$ cat src/rtl/fan_adder_node_pipe_if.sv
// rtl/fan_adder_node_pipe_if.sv - lane bus for the FAN adder node: input/output beats, handshake, sticky error.
// FAN_NODE_STATS_EN adds the merge_cnt/beat_cnt counters to the bus.
interface fan_adder_node_pipe_if #(
    parameter int NUM_IN  = 4,
    parameter int DW_LINE = 136
);
    logic [NUM_IN*DW_LINE-1:0] in;
    logic                      in_valid;
    logic                      in_ready;
    logic [NUM_IN*DW_LINE-1:0] out;
    logic                      out_valid;
    logic                      out_ready;
    logic                      err;
`ifdef FAN_NODE_STATS_EN
    logic [15:0]               merge_cnt;
    logic [15:0]               beat_cnt;

    modport master (
        output in, in_valid, out_ready,
        input  in_ready, out, out_valid, err, merge_cnt, beat_cnt
    );

    modport slave (
        input  in, in_valid, out_ready,
        output in_ready, out, out_valid, err, merge_cnt, beat_cnt
    );
`else
    modport master (
        output in, in_valid, out_ready,
        input  in_ready, out, out_valid, err
    );

    modport slave (
        input  in, in_valid, out_ready,
        output in_ready, out, out_valid, err
    );
`endif
endinterface

$ cat src/rtl/fan_adder_node_pipe.sv
// rtl/fan_adder_node_pipe.sv - pipelined FAN reduction node: merges a left and right operand on a centre lane.
// Optional macro FAN_NODE_STATS_EN adds saturating beat/merge counters.
module fan_adder_node_pipe #(
    parameter int N_STACK  = 4,
    parameter int DW_DATA  = 32,
    parameter int DW_ROW   = 4,
    parameter int DW_CTRL  = 4,
    parameter int DW_LINE  = N_STACK*DW_DATA + DW_ROW + DW_CTRL,
    parameter int NUM_IN   = 4,
    parameter int ADD_LAT  = 1,
    parameter int SYMMETRY = 0
) (
    input  logic                   clk,
    input  logic                   rst,
    fan_adder_node_pipe_if.slave   bus
);
    localparam int HALF      = NUM_IN/2;
    localparam int OUT_LEFT  = NUM_IN/2 - 1;
    localparam int OUT_RIGHT = NUM_IN/2;
    localparam int DW_DAT    = N_STACK*DW_DATA;
    localparam int ROW_LSB   = DW_DAT;
    localparam int CL_BIT    = DW_LINE - DW_CTRL;
    localparam int CR_BIT    = DW_LINE - DW_CTRL + 1;
    localparam int KEEP_BIT  = DW_LINE - 2;
    localparam int VALID_BIT = DW_LINE - 1;

    typedef logic [DW_LINE-1:0]        line_t;
    typedef logic [NUM_IN*DW_LINE-1:0] bus_t;

    line_t             lane_in [NUM_IN];
    logic [NUM_IN-1:0] elig;

    logic [DW_DAT-1:0] l_data, r_data, sum_data;
    logic [DW_ROW-1:0] l_row, r_row;
    logic              l_cl, r_cr;
    logic              l_exist, r_exist, l_multi, r_multi;
    logic              merge, dest_right, dest_keep;
    line_t             res_line;
    bus_t              merged;

    logic              in_ready, accept;
    bus_t              pipe_q [ADD_LAT];
    bus_t              pipe_d [ADD_LAT];
    logic [ADD_LAT-1:0] vld_q, vld_d;
    logic              err_q, err_d;

    always_comb begin
        for (int i = 0; i < NUM_IN; i++) begin
            lane_in[i] = bus.in[i*DW_LINE +: DW_LINE];
            elig[i]    = lane_in[i][VALID_BIT] & ~lane_in[i][KEEP_BIT];
        end
    end

    // Operands are the OR of the eligible lanes of each half; more than one is a protocol error.
    always_comb begin
        l_data  = '0;
        l_row   = '0;
        l_cl    = 1'b0;
        l_exist = 1'b0;
        l_multi = 1'b0;
        r_data  = '0;
        r_row   = '0;
        r_cr    = 1'b0;
        r_exist = 1'b0;
        r_multi = 1'b0;
        for (int i = 0; i < HALF; i++) begin
            if (elig[i]) begin
                l_multi = l_multi | l_exist;
                l_exist = 1'b1;
                l_data  = l_data | lane_in[i][DW_DAT-1:0];
                l_row   = l_row  | lane_in[i][ROW_LSB +: DW_ROW];
                l_cl    = l_cl   | lane_in[i][CL_BIT];
            end
        end
        for (int i = HALF; i < NUM_IN; i++) begin
            if (elig[i]) begin
                r_multi = r_multi | r_exist;
                r_exist = 1'b1;
                r_data  = r_data | lane_in[i][DW_DAT-1:0];
                r_row   = r_row  | lane_in[i][ROW_LSB +: DW_ROW];
                r_cr    = r_cr   | lane_in[i][CR_BIT];
            end
        end
    end

    always_comb begin
        merge = l_exist & r_exist & (l_row == r_row);
        for (int k = 0; k < N_STACK; k++) begin
            sum_data[k*DW_DATA +: DW_DATA] = l_data[k*DW_DATA +: DW_DATA] + r_data[k*DW_DATA +: DW_DATA];
        end
        res_line                      = '0;
        res_line[DW_DAT-1:0]          = sum_data;
        res_line[ROW_LSB +: DW_ROW]   = l_row;
        res_line[CL_BIT]              = l_cl;
        res_line[CR_BIT]              = r_cr;
        res_line[KEEP_BIT]            = ~l_cl & ~r_cr;
        res_line[VALID_BIT]           = 1'b1;
        // Both flags set falls to the left; neither flag defers to SYMMETRY.
        dest_right = (r_cr & ~l_cl) | (~r_cr & ~l_cl & (SYMMETRY != 0));
        dest_keep  = dest_right ? (lane_in[OUT_RIGHT][VALID_BIT] & lane_in[OUT_RIGHT][KEEP_BIT])
                                : (lane_in[OUT_LEFT][VALID_BIT]  & lane_in[OUT_LEFT][KEEP_BIT]);
    end

    always_comb begin
        merged = '0;
        for (int i = 0; i < NUM_IN; i++) begin
            if (!merge) begin
                merged[i*DW_LINE +: DW_LINE] = lane_in[i];
            end else if (i == OUT_LEFT) begin
                merged[i*DW_LINE +: DW_LINE] = dest_right ? '0 : res_line;
            end else if (i == OUT_RIGHT) begin
                merged[i*DW_LINE +: DW_LINE] = dest_right ? res_line : '0;
            end else if (elig[i]) begin
                merged[i*DW_LINE +: DW_LINE] = '0;
            end else begin
                merged[i*DW_LINE +: DW_LINE] = lane_in[i];
            end
        end
    end

    // Whole pipe advances or holds as one; bubbles travel as cleared valid bits.
    assign in_ready = ~vld_q[ADD_LAT-1] | bus.out_ready;
    assign accept   = bus.in_valid & in_ready;

    always_comb begin
        pipe_d = pipe_q;
        vld_d  = vld_q;
        if (in_ready) begin
            pipe_d[0] = merged;
            vld_d[0]  = bus.in_valid;
            for (int s = 1; s < ADD_LAT; s++) begin
                pipe_d[s] = pipe_q[s-1];
                vld_d[s]  = vld_q[s-1];
            end
        end
        err_d = err_q | (accept & (l_multi | r_multi | (merge & dest_keep)));
    end

    always_ff @(posedge clk) begin
        if (rst) begin
            for (int s = 0; s < ADD_LAT; s++) begin
                pipe_q[s] <= '0;
            end
            vld_q <= '0;
            err_q <= 1'b0;
        end else begin
            pipe_q <= pipe_d;
            vld_q  <= vld_d;
            err_q  <= err_d;
        end
    end

    assign bus.in_ready  = in_ready;
    assign bus.out       = pipe_q[ADD_LAT-1];
    assign bus.out_valid = vld_q[ADD_LAT-1];
    assign bus.err       = err_q;

`ifdef FAN_NODE_STATS_EN
    logic [15:0] beat_cnt_q, beat_cnt_d, merge_cnt_q, merge_cnt_d;

    always_comb begin
        beat_cnt_d  = beat_cnt_q;
        merge_cnt_d = merge_cnt_q;
        if (accept && beat_cnt_q != 16'hFFFF) begin
            beat_cnt_d = beat_cnt_q + 16'd1;
        end
        if (accept && merge && merge_cnt_q != 16'hFFFF) begin
            merge_cnt_d = merge_cnt_q + 16'd1;
        end
    end

    always_ff @(posedge clk) begin
        if (rst) begin
            beat_cnt_q  <= '0;
            merge_cnt_q <= '0;
        end else begin
            beat_cnt_q  <= beat_cnt_d;
            merge_cnt_q <= merge_cnt_d;
        end
    end

    assign bus.beat_cnt  = beat_cnt_q;
    assign bus.merge_cnt = merge_cnt_q;
`endif
endmodule

$ cat src/flat_wrapper.sv
// flat-port wrapper written by rule: the top's interface ports become plain ports
module fan_adder_node_pipe_flat 
#(
    parameter int N_STACK  = 4,
    parameter int DW_DATA  = 32,
    parameter int DW_ROW   = 4,
    parameter int DW_CTRL  = 4,
    parameter int DW_LINE  = N_STACK*DW_DATA + DW_ROW + DW_CTRL,
    parameter int NUM_IN   = 4,
    parameter int ADD_LAT  = 1,
    parameter int SYMMETRY = 0
)
  (clk, rst, bus_in, bus_in_valid, bus_out_ready, bus_in_ready, bus_out, bus_out_valid, bus_err);
  fan_adder_node_pipe_if #(.NUM_IN(NUM_IN), .DW_LINE(DW_LINE)) bus_i ();
  input  logic clk;
  input  logic rst;
  input wire logic [$bits(bus_i.in)-1:0] bus_in;
  input wire logic [$bits(bus_i.in_valid)-1:0] bus_in_valid;
  input wire logic [$bits(bus_i.out_ready)-1:0] bus_out_ready;
  output wire logic [$bits(bus_i.in_ready)-1:0] bus_in_ready;
  output wire logic [$bits(bus_i.out)-1:0] bus_out;
  output wire logic [$bits(bus_i.out_valid)-1:0] bus_out_valid;
  output wire logic [$bits(bus_i.err)-1:0] bus_err;
  assign bus_i.in = bus_in;
  assign bus_i.in_valid = bus_in_valid;
  assign bus_i.out_ready = bus_out_ready;
  assign bus_in_ready = bus_i.in_ready;
  assign bus_out = bus_i.out;
  assign bus_out_valid = bus_i.out_valid;
  assign bus_err = bus_i.err;
  fan_adder_node_pipe #(.N_STACK(N_STACK), .DW_DATA(DW_DATA), .DW_ROW(DW_ROW), .DW_CTRL(DW_CTRL), .DW_LINE(DW_LINE), .NUM_IN(NUM_IN), .ADD_LAT(ADD_LAT), .SYMMETRY(SYMMETRY)) u_core (.clk(clk), .rst(rst), .bus(bus_i));
endmodule
$ cat config.mk
export PLATFORM = sky130hd
export DESIGN_NAME = fan_adder_node_pipe_flat
export DESIGN_NICKNAME = d
export VERILOG_FILES = /design/src/rtl/fan_adder_node_pipe_if.sv /design/src/rtl/fan_adder_node_pipe.sv /design/src/flat_wrapper.sv
export SDC_FILE = /design/constraint.sdc
export NUM_CORES = 2
export LEC_CHECK = 0
export ABC_AREA = 1
export ABC_CLOCK_PERIOD_IN_PS = 4400
export CORE_AREA = 10 10 417 419
export CTS_BUF_LIST = sky130_fd_sc_hd__clkbuf_8
export DETAILED_ROUTE_END_ITERATION = 7
export DIE_AREA = 0 0 427 429
export SLEW_MARGIN = 20
export SYNTH_ARGS = -nofsm -noshare
export SYNTH_HDL_FRONTEND = slang
export SYNTH_SLANG_ARGS = --single-unit
$ cat constraint.sdc
create_clock -name clk -period 4.4 [get_ports clk]
set_input_delay 1.1 -clock clk [delete_from_list [all_inputs] [get_ports clk]]
set_output_delay 1.1 -clock clk [all_outputs]
set_load 0.02 [all_outputs]
==> metrics <==
die width=427 microns; share of the synthesized area in the top cell type=0.307; Startpoint Class=primary input; max-slew violations=0; syn_nets=6,753; fmax=270 MHz; Setup Skew=0.0389 ns; layout cells sized above 1=0.0548; Max-Slew Margin vs Limit=0.158; GRT Total Usage=0.237; R2R Setup Slk=1.63 ns; initial antenna violation count=50; largest net degree at the start of global routing=178; Hold Violations, Final=0; commonest non-fill, non-tap cell in the layout=nand2_1; Rows=150; kind of critical path=primary input to primary output; Synth cell types=33; Slew @ Worst Pin=1.26 ns; prevailing post-synth register cell=dfxtp_1; CTS tree=built; CTS Hold Bufs=0; Clock Sinks=546; sequential-to-total area share from yosys stat=0.307; Tmin final=3.70 ns; Async SR Flop Fraction=0; CP Data Arrival Time=2.60 ns; area leader, netlist=dfxtp_1; VDD IR-drop max=223 uV; worst path required time=3.30 ns; H-tree levels=3; Post-CTS Resized=0; period utilization=0.842; WHS=0.461 ns; PwrDens=311 nW/um^2; synth top area cells=dfxtp_1 (31%), nand2_1 (22%), a21oi_1 (11%); final net count=7,846; drt wl/cell=24.2 microns; Area Overhead vs Synth=47.5%; drt total wl=230,000 microns; post-CTS setup buffers=0; TritonRoute pass-1 iters=6; post-route ant nets=0; TritonCTS buffer count=111; drc violations=0; crit end category=primary output; Leakage Power=0.0248 uW; Final Worst Setup Slack=0.697 ns; setup TNS=0 ns; initial core utilization=0.215; Setup violations, final=0; Max clock buf depth=3; syn_area_per_cell=5.86 sq um; DRC marker count from the first detailed-route iteration=3,866; synthesized flop and latch total=546; Vias/cell=4.70; status=completed; worst-path maximum fanout=2; Worst Hold Class=register to register; Cells after Synth=6,077; YS warnings=0; Vias=44,600; Place WS=-0.119 ns; clock latency at the later pin of the worst-skew pair=0.87 ns; post-synthesis cell area=35,600 sq um; core area=166,000 sq um; aggregate global routing overflow=0; vias in the first global route=43,400; RSZ-0062 raised after global routing=no; die height=429 microns; Tot Pwr=16,300 uW; first-pass GRT wire length=319,000 microns; gp weighted congestion=0.949; dpl hpwl=184,000 microns; Die Footprint=183,000 sq um; # port buffers=1,094; MaxCap Viol Count=0; Worst-path clk slew=0.06 ns; Clock Tree Root=clkbuf_8; Post-synth EDFFs=0; I/O pins=1,095; commonest cells after routing, fill and taps aside=nand2_1 (2,052), clkdlybuf4s50_1 (1,093), inv_1 (866)
-- power breakdown --
part,internal [uW],leakage [uW],switching (uW)
sequential,5320,0.00454,234
combinational,1930,0.0189,2940
clock,3230,0.00136,2690
-- worst paths after layout --
check / startpoint / endpoint / cells after the start
worst max-delay path: bus_out_ready / bus_in_ready / 4
worst min-delay path: u_core.bus.out[75] / u_core.bus.out[75] / 2
worst max register to register: u_core.bus.out_valid / u_core.bus.out[304] / 8
worst min register to register: u_core.bus.out[75] / u_core.bus.out[75] / 2
-- final cells by class --
| type | count | area, sq um |
|---|---|---|
| Sequential cell | 546 | 10900 |
| Antenna cell | 37 | 92.6 |
| Clock inverter | 61 | 444 |
| Multi-Input combinational cell | 4373 | 20300 |
| Tap cell | 2204 | 2760 |
| Timing Repair Buffer | 1302 | 13000 |
| Fill cell | 18500 | 113000 |
| Clock buffer | 139 | 1910 |
| Inverter | 836 | 3150 |
-- logic make-up after synthesis --
logic type | share of synthesized area
compound gates | 0.198
xor+xnor | 0.0138
fa+ha+maj | 0.0458
buf+inv | 0.126
flops | 0.307
simple gates | 0.310
-- critical path: stages --
cell	delay (ns)
clkdlybuf4s50_1	0.45
nor2_4	0.33
inv_8	0.04
clkdlybuf4s50_1	0.65
-- state kept, by name, indices dropped and copies added, names as in the netlist --
| signal | flops |
|---|---|
| u_core.bus.out | 544 |
| u_core.bus.err | 1 |
| u_core.bus.out_valid | 1 |
-- cell usage after synthesis, types with 7 or more instances --
library cell  instances
buf_1                23
xnor2_1              12
nand4_1              24
a21oi_1             805
xor2_1               44
nand2_1            2054
o21bai_1             38
inv_1               828
inv_2                 7
ha_1                124
nand3_1             213
buf_4                20
nor2_1              463
buf_2                35
nand3b_1             17
nor3_1                7
o21ai_0             524
clkbuf_1            243
dfxtp_1             546
and3_1               12
o22ai_1               9
-- routing by layer --
metal	global-route usage	wire, microns	vias up
met4	0.123	12200	6
met3	0.0479	15600	377
met1	0.280	92100	21100
met2	0.402	110000	1812
li1	-	-	21300
met5	0	51	-
-- metrics by stage --
stage	utilization	std cells	cell area [sq um]
2_1_floorplan	-	6077	35600
3_3_place_gp	0.302	9261	50100
3_5_place_dp	0.302	9261	50100
4_1_cts	0.316	9461	52400
5_1_grt	0.317	9493	52500
6_report	0.317	9498	52500
Note: power is estimated with default switching activity, not from simulation.
